### config.mk
export PLATFORM = sky130hd
export DESIGN_NAME = ion_stream_reader
export DESIGN_NICKNAME = d
export VERILOG_FILES = /design/src/rtl/ion_stream_reader.sv
export SDC_FILE = /design/constraint.sdc
export NUM_CORES = 1
export LEC_CHECK = 0
export ABC_AREA = 1
export CORE_MARGIN = 2
export CORE_UTILIZATION = 55
export CTS_BUF_LIST = sky130_fd_sc_hd__clkbuf_16
export CTS_CLUSTER_DIAMETER = 150
export CTS_CLUSTER_SIZE = 14
export DETAILED_ROUTE_END_ITERATION = 12
export PLACE_DENSITY_LB_ADDON = 0.3
export SYNTH_ARGS = -nofsm -noshare
export SYNTH_HDL_FRONTEND = slang
export SYNTH_SLANG_ARGS = --single-unit
### constraint.sdc
create_clock -name i_clock -period 7 [get_ports i_clock]
set_input_delay 0.7 -clock i_clock [delete_from_list [all_inputs] [get_ports i_clock]]
set_output_delay 0.7 -clock i_clock [all_outputs]
set_load 0.02 [all_outputs]
### src/rtl/ion_stream_reader.sv
// ion_stream_reader: consumer end of the ion sensor stream interface.
// Picks one pending stream round-robin, captures its frame, acks it and
// serializes {header, payload bytes MSB first[, checksum]} on a valid/ready
// byte port. One frame in flight at a time.
// Optional feature macro: ION_READER_CHECKSUM_EN (appends an XOR checksum byte).
`timescale 1ns/1ps

module ion_stream_reader #(
    parameter int unsigned NUM_STREAMS = 8,
    parameter int unsigned SEL_WIDTH   = 3,
    parameter int unsigned DATA_WIDTH  = 110,
    parameter int unsigned NUM_BYTES   = 14,
    parameter logic [4:0]  HDR_TAG     = 5'b10101
) (
    input  logic                   i_clock,
    input  logic                   i_resetn,
    input  logic [NUM_STREAMS-1:0] i_sensor_ready,
    input  logic [DATA_WIDTH-1:0]  i_sensor_data,
    output logic [SEL_WIDTH-1:0]   o_sensor_select,
    output logic [NUM_STREAMS-1:0] o_sensor_ack,
    output logic [7:0]             o_byte_out,
    output logic                   o_byte_valid,
    input  logic                   i_byte_ready,
    output logic                   o_busy
);

    localparam int unsigned PAD_WIDTH = NUM_BYTES * 8;
    localparam int unsigned CNT_WIDTH = (NUM_BYTES > 1) ? $clog2(NUM_BYTES + 1) : 1;
    localparam logic [CNT_WIDTH-1:0] LAST_CNT = CNT_WIDTH'(NUM_BYTES - 1);

    typedef enum logic [2:0] {
        StIdle,
        StSelect,
        StCapture,
        StSendHdr,
        StSendData
`ifdef ION_READER_CHECKSUM_EN
        , StSendCsum
`endif
    } state_e;

    state_e                  r_state;
    logic [SEL_WIDTH-1:0]    r_sel;
    logic [SEL_WIDTH-1:0]    r_last;
    logic [DATA_WIDTH-1:0]   r_frame;
    logic [CNT_WIDTH-1:0]    r_cnt;
    logic [7:0]              r_byte;
    logic                    r_valid;
`ifdef ION_READER_CHECKSUM_EN
    logic [7:0]              r_csum;
`endif

    logic                    w_found;
    logic [SEL_WIDTH-1:0]    w_winner;
    logic [SEL_WIDTH-1:0]    w_idx;
    logic [PAD_WIDTH-1:0]    w_frame_pad;
    logic [CNT_WIDTH-1:0]    w_next_idx;
    int unsigned             w_shift;
    logic [7:0]              w_next_byte;
    logic [7:0]              w_header;
    logic                    w_xfer;

    // Frame zero-extended at the top to a whole number of bytes.
    assign w_frame_pad = PAD_WIDTH'(r_frame);
    assign w_header    = 8'({HDR_TAG, r_sel});
    assign w_xfer      = r_valid && i_byte_ready;

    assign o_sensor_select = r_sel;
    assign o_byte_out      = r_byte;
    assign o_byte_valid    = r_valid;
    assign o_busy          = (r_state != StIdle);

    // Round-robin search: first pending stream after the last one served.
    always_comb begin
        w_found  = 1'b0;
        w_winner = '0;
        w_idx    = '0;
        for (int i = 1; i <= int'(NUM_STREAMS); i++) begin
            w_idx = SEL_WIDTH'((int'(r_last) + i) % int'(NUM_STREAMS));
            if (!w_found && i_sensor_ready[w_idx]) begin
                w_found  = 1'b1;
                w_winner = w_idx;
            end
        end
    end

    // Next payload byte to present: index 0 from the header, else count+1.
    always_comb begin
        w_next_idx = (r_state == StSendData) ? (r_cnt + CNT_WIDTH'(1)) : '0;
        w_shift    = 0;
        if (w_next_idx <= LAST_CNT) begin
            w_shift = (NUM_BYTES - 1 - 32'(w_next_idx)) * 8;
        end
        w_next_byte = 8'(w_frame_pad >> w_shift);
    end

    // Ack is a combinational pulse so it tracks ready in the CAPTURE cycle itself.
    always_comb begin
        o_sensor_ack = '0;
        if (r_state == StCapture && i_sensor_ready[r_sel]) begin
            o_sensor_ack[r_sel] = 1'b1;
        end
    end

    // Main FSM with registered select, byte and valid outputs.
    always_ff @(posedge i_clock or negedge i_resetn) begin
        if (!i_resetn) begin
            r_state <= StIdle;
            r_sel   <= '0;
            r_last  <= SEL_WIDTH'(NUM_STREAMS - 1);
            r_frame <= '0;
            r_cnt   <= '0;
            r_byte  <= '0;
            r_valid <= 1'b0;
`ifdef ION_READER_CHECKSUM_EN
            r_csum  <= '0;
`endif
        end else begin
            unique case (r_state)
                StIdle: begin
                    if (w_found) begin
                        r_sel   <= w_winner;
                        r_state <= StSelect;
                    end
                end
                // Give the producer mux one cycle to settle on the new select.
                StSelect: begin
                    r_state <= StCapture;
                end
                StCapture: begin
                    if (i_sensor_ready[r_sel]) begin
                        r_frame <= i_sensor_data;
                        r_last  <= r_sel;
                        r_cnt   <= '0;
                        r_byte  <= w_header;
                        r_valid <= 1'b1;
`ifdef ION_READER_CHECKSUM_EN
                        r_csum  <= w_header;
`endif
                        r_state <= StSendHdr;
                    end else begin
                        // Producer withdrew the frame; nothing consumed.
                        r_state <= StIdle;
                    end
                end
                StSendHdr: begin
                    if (w_xfer) begin
                        r_byte  <= w_next_byte;
                        r_cnt   <= '0;
`ifdef ION_READER_CHECKSUM_EN
                        r_csum  <= r_csum ^ w_next_byte;
`endif
                        r_state <= StSendData;
                    end
                end
                StSendData: begin
                    if (w_xfer) begin
                        if (r_cnt == LAST_CNT) begin
`ifdef ION_READER_CHECKSUM_EN
                            r_byte  <= r_csum;
                            r_state <= StSendCsum;
`else
                            r_valid <= 1'b0;
                            r_state <= StIdle;
`endif
                        end else begin
                            r_cnt  <= r_cnt + CNT_WIDTH'(1);
                            r_byte <= w_next_byte;
`ifdef ION_READER_CHECKSUM_EN
                            r_csum <= r_csum ^ w_next_byte;
`endif
                        end
                    end
                end
`ifdef ION_READER_CHECKSUM_EN
                StSendCsum: begin
                    if (w_xfer) begin
                        r_valid <= 1'b0;
                        r_state <= StIdle;
                    end
                end
`endif
                default: begin
                    r_valid <= 1'b0;
                    r_state <= StIdle;
                end
            endcase
        end
    end

    // Interface invariants.
    a_ack_onehot: assert property (@(posedge i_clock) disable iff (!i_resetn)
        $onehot0(o_sensor_ack));
    a_ack_in_capture: assert property (@(posedge i_clock) disable iff (!i_resetn)
        (o_sensor_ack != '0) |-> (r_state == StCapture));
    a_byte_hold: assert property (@(posedge i_clock) disable iff (!i_resetn)
        (o_byte_valid && !i_byte_ready) |=> (o_byte_valid && $stable(o_byte_out)));

endmodule
# [After elaboration in Yosys (flattened, before gate mapping)]
# Index checks and enable logic that the tools add are counted.
[word_totals] inputBits=121 regBits=132
[classes] mux=59 n_reduce_logical=26 eq_ne=11 bitwise=1 shifts=1 add_sub_neg=10 magnitude_cmp=11
[ops] cell="$shr A110 B32 Y8" count=1
[ops] cell="$mux W8" count=5
[ops] cell="$lt A3 B4 Y1 const B" count=9
[ops] cell="$mux W3" count=12
[ops] cell="$mux W32" count=1
[ops] cell="$bmux W1 S3" count=9
[ops] cell="$pmux W8 S3" count=1
[ops] cell="$mux W1" count=21
[ops] cell="$mux W4" count=5
[ops] cell="$pmux W3 S5" count=1
[ops] cell="$add A3 B3 Y3 const B" count=4
[ops] cell="$pmux W4 S3" count=1
[ops] cell="$logic_and A1 B1 Y1" count=10
[ops] cell="$ne A2 B2 Y1 const B" count=4
[ops] cell="$reduce_and A4 Y1" count=2
[ops] cell="$logic_not A1 Y1" count=7
[ops] cell="$add A3 B1 Y3 const B" count=2
[ops] cell="$add A3 B2 Y3 const B" count=2
[ops] cell="$eq A3 B2 Y1 const B" count=2
[ops] cell="$reduce_bool A3 Y1" count=2
[ops] cell="$reduce_and A5 Y1" count=1
[ops] cell="$sub A4 B4 Y5 const A" count=1
[ops] cell="$add A4 B1 Y4 const B" count=1
[ops] cell="$eq A4 B4 Y1 const B" count=1
[ops] cell="other kinds (12)" count=14

# [Logic depth before layout (Yosys ltp)]
# Gate-level depths: netlist of run 1.
[logic_depth] word_depth=27 depth_mapped=18 depth_no_buf=17

# [Least setup slack after synthesis of run 1]
# Ideal clock, no wire load.
[synth_timing] path_type="input port to output port" start="in i_sensor_ready[6]" end="out o_sensor_ack[1]" path_buffers=1 setup_slack_ps=4462 cell_stages=9 t_arrival_ps=1838 t_required_ps=6300 cell_sequence="nor2_1 nor2_1 o21ai_0 nand4_1 nand2_1 inv_2 buf_2 nand2_1 nor2_1"
[synth_between] elab_chain_len=4
[synth_rtl] item="from (decl)" line_no="17" rtl="input logic [NUM_STREAMS-1:0] i_sensor_ready,"
[synth_rtl] item="$bmux W1 S3" line_no="100" rtl="if (r_state == StCapture && i_sensor_ready[r_sel]) begin"
[synth_rtl] item="$mux W1 (implied by the code)" line_no="100"
[synth_rtl] item="$logic_and A1 B1 Y1" line_no="100"
[synth_rtl] item="$mux W8" line_no="100"
[synth_rtl] item="to (decl)" line_no="20" rtl="output logic [NUM_STREAMS-1:0] o_sensor_ack,"
# Every way passes these cells. The select of a mux whose other input is x is not followed.

# [Worst setup path in the final report of run 1]
[layout_timing] start="in i_sensor_ready[0]" end="out o_sensor_ack[3]"
# The elaborated chain is that of the path after synthesis.

==> results of run 1 <==
## metrics by stage
| step | util (%) | setup WS (ps) |
|---|---|---|
| floorplan | - | 4460 |
| global placement | 67.9 | 3200 |
| detailed placement | 67.9 | 3040 |
| CTS | 72.6 | 3040 |
| global route | 72.6 | 2820 |
| finish | 72.6 | 3050 |
## final cells by class
type	instances	area share [%]
multi-input combinational	721	37.1
sequential	132	35.8
timing repair buffer	144	15.5
clock buffer	17	4.61
inverter	68	2.82
tap	172	2.33
clock inverter	15	1.86
## cells in the final DEF, fill, tap and decap left out, drive strengths merged
cell type / Yosys / routed
a21boi: 5 / 5
xor2: 1 / 1
clkinvlp: 0 / 2
a31oi: 4 / 4
o311a: 1 / 1
dfrtp: 129 / 129
o22ai: 11 / 11
xnor2: 4 / 4
clkdlybuf4s50: 0 / 140
bufinv: 0 / 4
clkinv: 1 / 9
nor3: 4 / 4
inv: 67 / 68
o221ai: 7 / 7
o21ai: 57 / 57
and2: 1 / 1
buf: 29 / 4
nand4: 8 / 8
nor3b: 1 / 1
nand2: 430 / 430
nand3: 79 / 79
nand3b: 2 / 2
a31o: 1 / 1
a21oi: 9 / 9
o211ai: 12 / 12
dfstp: 3 / 3
clkbuf: 18 / 17
or2: 16 / 16
nor2: 62 / 62
ha: 6 / 6
## layer usage
layer / GRT usage, % / share of wire [%] / vias up
met5: 0 / 0 / -
met4: 9.75 / 1.6 / 0
met3: 5.50 / 6.7 / 25
met2: 44.9 / 47 / 266
met1: 38.8 / 45 / 3194
li1: - / - / 3319
## path summary, 6_finish.rpt
kind / startpoint / end / slack (ps) / depth (start not counted)
setup / recovery: i_sensor_ready[0] / o_sensor_ack[3] / 3050 / 9
hold / removal: i_resetn / r_frame[61] / 310 / 1
setup reg to reg: r_state[0] / o_byte_out[5] / 3330 / 14
hold reg to reg: r_frame[77] / r_frame[77] / 470 / 2
max in group asynchronous: i_resetn / r_frame[83] / 5210 / 2
min in group i_clock: r_frame[77] / r_frame[77] / 470 / 2
## state kept, by name, summed over array words and instances, names as in the netlist
signal           count
r_state              3
o_sensor_select      3
o_byte_valid         1
r_cnt                4
o_byte_out           8
r_frame            110
r_last               3
## kinds of logic (layout without fill, tap and decap cells)
kind of cell    after synthesis  count (layout)  synth area share (%)
buf+inv                     115             244                  7.07
simple gates                603             603                  36.7
xor+xnor                      5               5                 0.708
compound gates              107             107                  8.83
flops                       132             132                  45.7
fa+ha+maj                     6               6                  1.04
## cells in the mapped netlist, types with 2 or more instances
cell type	n	share of area, %
or2_2	14	1.2
nand2_1	414	21
xnor2_1	3	0.36
ha_1	6	1.0
o22ai_1	11	0.95
clkbuf_1	18	0.93
buf_2	21	1.5
dfstp_2	3	1.1
nand3_1	66	4.6
buf_6	2	0.31
nand4_1	7	0.60
nor2_4	6	0.93
a21oi_1	8	0.55
buf_4	5	0.52
inv_1	56	2.9
o211ai_1	12	1.2
a31oi_1	4	0.35
nor2_1	54	2.8
inv_2	10	0.52
a21boi_1	5	0.52
o221ai_1	7	0.85
nor3_1	4	0.28
nand3_2	13	1.8
o21ai_1	6	0.41
nand2_4	6	0.93
nand2_2	10	0.86
dfrtp_1	129	45
or2_0	2	0.17
o21ai_0	50	3.5
## power by group through the flow
stage               registers [mW]  logic (mW)  clock network, mW
floorplan                    0.777      0.0158                  0
global placement             0.777       0.103                  0
detailed placement           0.777       0.104                  0
CTS                          0.764       0.105              0.907
global route                 0.763       0.114              0.946
finish                       0.764       0.104              0.903
## critical path, stage by stage
cell	delay, ps
clkdlybuf4s50_1	450
or2_0	240
o211ai_1	110
nand4_1	270
nand2_2	150
clkinv_2	390
nand2_1	320
nor2_1	70
clkdlybuf4s50_1	540
==> results.sh, run 1 <==
export IMPL_syn_to_final_growth_pct=27.5
export IMPL_finClkSkew_ps=7.10
export IMPL_crit_path_end_kind="primary output"
export IMPL_netSwitchingFraction_pct=20.2
export IMPL_power_density_nw_per_um2=192
export IMPL_grt_max_degree=99
export IMPL_rows=41
export IMPL_grt_ovfl_total=0
export IMPL_synth_ff_type="dfrtp_1"
export IMPL_syn_nets=1095
export IMPL_antenna_found_initial=0
export IMPL_finalSetupTns_ps=0
export IMPL_die_area_sq_um=14100
export IMPL_drt_pass1_iter_count=5
export IMPL_placed_cell_area_sq_um=8640
export IMPL_num_fill_cells=1010
export IMPL_slew_headroom_pct=33.4
export IMPL_irDropWorstVdd_v=0.000131
export IMPL_start_kind="input port"
export IMPL_place_congestion=0.916
export IMPL_drt_initial_drc_count=527
export IMPL_rsz0062_at_grt="false"
export IMPL_min_period_ps=3950
export IMPL_synth_area_per_cell_sq_um=7.48
export IMPL_routed_wirelength_um=19000
export IMPL_grt_pass1_vias=6644
export IMPL_ant_nets=0
export IMPL_htree_levels=4
export IMPL_ys_warnings_count=0
export IMPL_synth_edf_count=0
export IMPL_cts_buffer_depth=2
export IMPL_core_region_area_sq_um=12700
export IMPL_worst_pin_slew_ps=999
export IMPL_p_seq_share_pct=43.1
export IMPL_power_net_switching_uw=358
export IMPL_cts_repair_resized=0
export IMPL_wl_per_cell_um=15.0
export IMPL_clockPowerShare_pct=51.0
export IMPL_pwr_share_comb_pct=5.9
export IMPL_drive_above_1_share_pct=9.21
export IMPL_synth_cells=968
export IMPL_hold_ws_ps=314
export IMPL_hold_buffers=0
export IMPL_fin_cells=1269
export IMPL_leakagePower_nw=4.72
export IMPL_start_util_pct=56.9
export IMPL_via_per_inst=5.36
export IMPL_fin_nets=1211
export IMPL_drv_cap=0
export IMPL_num_io_pins=142
export IMPL_ys_ff_latch=132
export IMPL_grt_usage_pct=28.2
export IMPL_drc=0
export IMPL_hold_class="input port to async pin"
export IMPL_clk_pin_slew_ps=50
export IMPL_setup_viol=0
export IMPL_required_ps=6300
export IMPL_vias=6804
export IMPL_intPower_mw=1.41
export IMPL_multi_input_area_sq_um=3430
export IMPL_cts_tree="yes"
export IMPL_critPathKind="input port to primary output"
export IMPL_worstPathMaxFanout=38
export IMPL_dp_cells=1237
export IMPL_cts_buffers=17
export IMPL_outcome="finished clean"
export IMPL_fmax_ghz=0.253
export IMPL_seqCellArea_sq_um=3310
export IMPL_fin_area_sq_um=9240
export IMPL_cts_root_buf="clkbuf_16"
export IMPL_hold_violations=0
export IMPL_postCtsSetupRepairBufs=0
export IMPL_syn_area_sq_um=7240
export IMPL_total_power_mw=1.77
export IMPL_die_w_um=119
export IMPL_ys_types=45
export IMPL_slew_violations=0
export IMPL_diodes=0
export IMPL_arrival_ps=3250
export IMPL_ys_async_sr_fraction_pct=100
export IMPL_clock_latency_ps=420
export IMPL_hpwl_um=13200
export IMPL_die_h_um=119
export IMPL_ys_seq_area_share_pct=45.7
export IMPL_cts_sinks=132
export IMPL_portBuffers=141
export IMPL_fin_crit_sh_pct=56.5
export IMPL_grt_pass1_wl_um=31700
Note: power is estimated with default switching activity, not from simulation.
==> run 2, diff against run 1 <==
--- a/config.mk
+++ b/config.mk
@@ -7,7 +7,7 @@
 export LEC_CHECK = 0
 export ABC_AREA = 1
 export CORE_MARGIN = 2
-export CORE_UTILIZATION = 55
+export CORE_UTILIZATION = 53
 export CTS_BUF_LIST = sky130_fd_sc_hd__clkbuf_16
 export CTS_CLUSTER_DIAMETER = 150
 export CTS_CLUSTER_SIZE = 14
==> constraint.sdc (replaced) <==
create_clock -name i_clock -period 3.7 [get_ports i_clock]
set_input_delay 0.37 -clock i_clock [delete_from_list [all_inputs] [get_ports i_clock]]
set_output_delay 0.37 -clock i_clock [all_outputs]
set_load 0.02 [all_outputs]
==> results.sh, run 2 (same netlist as run 1, synthesis figures left out) <==
export IMPL_r2r_end="o_byte_out[5]"
export IMPL_core_region_area_sq_um=13300
export IMPL_clockPowerShare_pct=49.5
export IMPL_power_net_switching_uw=699
export IMPL_syn_to_final_growth_pct=27.8
export IMPL_grt_usage_pct=28.2
export IMPL_outcome="finished clean"
export IMPL_drive_above_1_share_pct=9.97
export IMPL_fin_cells=1279
export IMPL_drt_initial_drc_count=628
export IMPL_drt_pass1_iter_count=5
export IMPL_grt_pass1_wl_um=32000
export IMPL_portBuffers=141
export IMPL_wl_per_cell_um=15.3
export IMPL_hold_buffers=0
export IMPL_r2r_cells=15
export IMPL_crit_path_end_kind="primary output"
export IMPL_fin_crit_sh_pct=86.5
export IMPL_rsz0062_at_grt="false"
export IMPL_grt_max_degree=96
export IMPL_crit_top_cell="nor2_1"
export IMPL_finalSetupTns_ps=0
export IMPL_hpwl_um=14100
export IMPL_met1_usage_pct=38.5
export IMPL_met3_usage_pct=6.48
export IMPL_busiest_layer="met2"
export IMPL_critPathKind="register to primary output"
export IMPL_routed_wirelength_um=19500
export IMPL_clock_latency_ps=430
export IMPL_final_common_cell="nand2_1"
export IMPL_drc=0
export IMPL_cts_repair_resized=0
export IMPL_fin_nets=1217
export IMPL_netSwitchingFraction_pct=21.5
export IMPL_grt_pass1_vias=6595
export IMPL_via_per_inst=5.30
export IMPL_max_stage_delay_ps=610
export IMPL_arrival_ps=2830
export IMPL_finClkSkew_ps=9.45
export IMPL_irDropWorstVdd_v=0.000371
export IMPL_die_w_um=121
export IMPL_vias=6784
export IMPL_grt_ovfl_total=0
export IMPL_leakagePower_nw=4.73
export IMPL_top_register="r_frame"
export IMPL_layout_common_cells="nand2_1 (413), clkdlybuf4s50_1 (140), dfrtp_1 (129)"
export IMPL_hold_class="input port to async pin"
export IMPL_required_ps=3330
export IMPL_start_util_pct=54.5
export IMPL_fmax_ghz=0.313
export IMPL_num_io_pins=142
export IMPL_worst_pin_slew_ps=970
export IMPL_dp_cells=1247
export IMPL_slew_violations=0
export IMPL_cts_sinks=132
export IMPL_final_setup_worst_slack_ps=501
export IMPL_setup_viol=0
export IMPL_crit_chain="inv_1, nor2_1, o211ai_1, nand4_1, nand2_2, inv_4, nand2_1, nor2_1, clkdlybuf4s50_1"
export IMPL_cts_buffer_depth=2
export IMPL_htree_levels=4
export IMPL_cts_buffers=17
export IMPL_drv_cap=0
export IMPL_start_kind="register"
export IMPL_diodes=0
export IMPL_largest_reg_flops=110
export IMPL_place_congestion=0.952
export IMPL_cts_root_buf="clkbuf_16"
export IMPL_clk_pin_slew_ps=60
export IMPL_rows=42
export IMPL_intPower_mw=2.55
export IMPL_power_density_nw_per_um2=351
export IMPL_die_area_sq_um=14600
export IMPL_postCtsSetupRepairBufs=0
export IMPL_ant_nets=0
export IMPL_gr_usage_met2_pct=44.0
export IMPL_min_period_ps=3200
export IMPL_worstPathMaxFanout=27
export IMPL_r2r_start="r_cnt[0]"
export IMPL_hold_violations=0
export IMPL_antenna_found_initial=0
export IMPL_slew_headroom_pct=35.3
export IMPL_slowest_stage="clkdlybuf4s50_1"
export IMPL_cts_tree="yes"
export IMPL_place_ws_ps=687
export IMPL_reg2reg_slack_ps=810
export IMPL_die_h_um=121
export IMPL_p_seq_share_pct=44.5
export IMPL_pwr_share_comb_pct=6.1
-- run 2: changes by cell type in the layout (fill, tap and decap cells not counted) --
cell,previous run,this run
clkinvlp_4,2,1
clkinv_4,0,4
clkinv_1,5,3
inv_1,58,57
inv_4,1,2
inv_6,0,1
bufinv_16,4,2
buf_4,4,10
-- run 2: layer usage --
metal / wire [um] / vias to the layer above / share of wire (%)
met5: 0 / - / 0
met4: 417 / 0 / 2.1
met3: 1270 / 35 / 6.5
met2: 9170 / 257 / 47
met1: 8700 / 3161 / 44
li1: - / 3331 / -
-- run 2: stage by stage --
stage	utilization, %	hold WS [ps]	power (mW)	area, sq um
after global routing	69.6	127	3.34	9260
final	69.6	45.2	3.25	9260
after CTS	69.6	89.2	3.26	9260
after floorplan	-	74.4	1.50	7240
after global placement	65.4	456	1.67	8690
after detailed placement	65.4	458	1.67	8690
-- run 2: power groups by stage --
stage | Clock [mW] | Combinational [mW] | Sequential, mW
2_1_floorplan | 0 | 0.0300 | 1.47
3_3_place_gp | 0 | 0.197 | 1.47
3_5_place_dp | 0 | 0.198 | 1.47
4_1_cts | 1.62 | 0.199 | 1.44
5_1_grt | 1.68 | 0.217 | 1.44
6_report | 1.61 | 0.197 | 1.44
-- run 2: layout make-up --
cell class	count	area, sq um
inverters	68	262
well taps	176	220
repair buffers	150	1480
flip-flops and latches	132	3310
clock buffers	17	425
fillers	1090	4040
multi-input cells	721	3430
clock inverters	15	141
-- run 2: how the worst max path moves through the flow --
stage	startpoint	to	slack [ps]	cells after the start
after floorplan	r_last[0]	o_sensor_select[0]	1260	16
after global placement	i_sensor_ready[5]	o_sensor_ack[1]	760	10
after detailed placement	i_sensor_ready[5]	o_sensor_ack[5]	690	10
after CTS	o_sensor_select[2]	o_sensor_ack[5]	480	9
after global routing	o_sensor_select[1]	o_sensor_ack[3]	280	11
final	o_sensor_select[2]	o_sensor_ack[5]	500	9
-- run 2: worst max-delay path, delay by kind of cell, from the launching register on --
kind | cells | cell delay [ps]
simple gates | 5 | 790
compound gates | 1 | 120
buf+inv | 3 | 940
flops | 1 | 560
==> run 3, diff against run 2 <==
--- a/config.mk
+++ b/config.mk
@@ -12,6 +12,7 @@
 export CTS_CLUSTER_DIAMETER = 150
 export CTS_CLUSTER_SIZE = 14
 export DETAILED_ROUTE_END_ITERATION = 12
+export GPL_ROUTABILITY_DRIVEN = 0
 export PLACE_DENSITY_LB_ADDON = 0.3
 export SYNTH_ARGS = -nofsm -noshare
 export SYNTH_HDL_FRONTEND = slang
==> results.sh, run 3 (same netlist as run 1, synthesis figures left out) <==
export IMPL_die_h_um=121
export IMPL_start_util_pct=54.5
export IMPL_min_period_ps=3060
export IMPL_setup_viol=0
export IMPL_finClkSkew_ps=7.33
export IMPL_fmax_ghz=0.327
export IMPL_portBuffers=141
export IMPL_core_region_area_sq_um=13300
export IMPL_final_common_cell="nand2_1"
export IMPL_slew_headroom_pct=36.4
export IMPL_cts_tree="yes"
export IMPL_antenna_found_initial=0
export IMPL_drive_above_1_share_pct=9.81
export IMPL_layout_common_cells="nand2_1 (413), clkdlybuf4s50_1 (140), dfrtp_1 (129)"
export IMPL_cts_root_buf="clkbuf_16"
export IMPL_r2r_start="r_cnt[0]"
export IMPL_grt_ovfl_total=0
export IMPL_clk_pin_slew_ps=60
export IMPL_slew_violations=0
export IMPL_cts_buffer_depth=2
export IMPL_grt_pass1_vias=6623
export IMPL_finalSetupTns_ps=0
export IMPL_drt_initial_drc_count=655
export IMPL_worstPathMaxFanout=23
export IMPL_hpwl_um=13600
export IMPL_top_register="r_frame"
export IMPL_worst_pin_slew_ps=954
export IMPL_routed_wirelength_um=19500
export IMPL_num_fill_cells=1090
export IMPL_htree_levels=4
export IMPL_drt_pass1_iter_count=5
export IMPL_num_io_pins=142
export IMPL_drc=0
export IMPL_r2r_cells=14
export IMPL_arrival_ps=3400
export IMPL_place_ws_ps=731
export IMPL_rows=42
export IMPL_largest_reg_flops=110
export IMPL_diodes=0
export IMPL_outcome="finished clean"
export IMPL_final_setup_worst_slack_ps=642
export IMPL_grt_pass1_wl_um=32400
export IMPL_clock_latency_ps=420
export IMPL_reg2reg_slack_ps=640
export IMPL_fin_nets=1215
export IMPL_rsz0062_at_grt="false"
export IMPL_drv_cap=0
export IMPL_placed_cell_area_sq_um=8690
export IMPL_critPathKind="register to register"
export IMPL_via_per_inst=5.37
export IMPL_postCtsSetupRepairBufs=0
export IMPL_grt_max_degree=133
export IMPL_hold_class="input port to async pin"
export IMPL_grt_usage_pct=28.4
export IMPL_die_area_sq_um=14600
export IMPL_cts_buffers=17
export IMPL_power_density_nw_per_um2=356
export IMPL_ant_nets=0
export IMPL_total_power_mw=3.31
export IMPL_wl_per_cell_um=15.2
export IMPL_cp_startpoint="r_cnt[0]"
export IMPL_hold_buffers=0
export IMPL_crit_path_end_kind="register"
export IMPL_required_ps=4040
export IMPL_vias=6854
export IMPL_start_kind="register"
export IMPL_r2r_end="o_byte_out[7]"
export IMPL_critPathCapture="o_byte_out[7]"
export IMPL_cts_sinks=132
export IMPL_syn_to_final_growth_pct=28.1
export IMPL_irDropWorstVdd_v=0.000300
export IMPL_fin_area_sq_um=9280
export IMPL_fin_crit_sh_pct=82.7
export IMPL_die_w_um=121
export IMPL_hold_violations=0
export IMPL_leakagePower_nw=4.73
export IMPL_cts_repair_resized=0
export IMPL_fin_util_pct=69.8
-- run 3: worst min path at each step --
stage	endpoint	slack, ps	depth (start not counted)	start
finish	r_frame[2]	90	1	i_resetn
global placement	r_frame[105]	460	2	r_frame[105]
global route	r_frame[9]	170	1	i_resetn
floorplan	o_byte_out[0]	70	0	i_resetn
detailed placement	r_frame[101]	460	2	r_frame[101]
CTS	r_frame[2]	130	1	i_resetn
-- run 3: critical path: stages (launching register included) --
cell and delay [ps]:
dfrtp_1 420, ha_1 370, nor2_4 240, ha_1 210, ha_1 210, inv_1 90
nand2_2 370, inv_2 280, a21oi_1 190, o21ai_0 110, nand3_1 100, nand3_1 100
nand2_1 90, nand2_1 50, a21boi_1 120
-- run 3: cell type report --
type	count	area, sq um	share of cell area (%)
Multi-Input combinational cell	721	3430	36.9
Sequential cell	132	3310	35.6
Timing Repair Buffer	148	1470	15.9
Clock buffer	17	425	4.58
Inverter	68	262	2.82
Tap cell	176	220	2.37
Clock inverter	15	166	1.79
-- run 3: per-stage QoR --
stage	std cells	hold slack, ps
after CTS	1277	127
after global routing	1277	172
after detailed placement	1245	459
after floorplan	968	74.4
final	1277	85.3
after global placement	1245	458
-- run 3: routing by layer --
layer	vias up	routed length [um]	track usage, %
li1	3327	-	-
met1	3175	8360	38.1
met2	309	9220	45.8
met3	43	1410	5.87
met4	0	468	10.2
met5	-	0	0
-- run 3: where the power goes --
group,total (mW),switching (mW),internal [mW]
clock network,1.67,0.618,1.05
registers,1.44,0,1.44
logic,0.196,0.0730,0.123
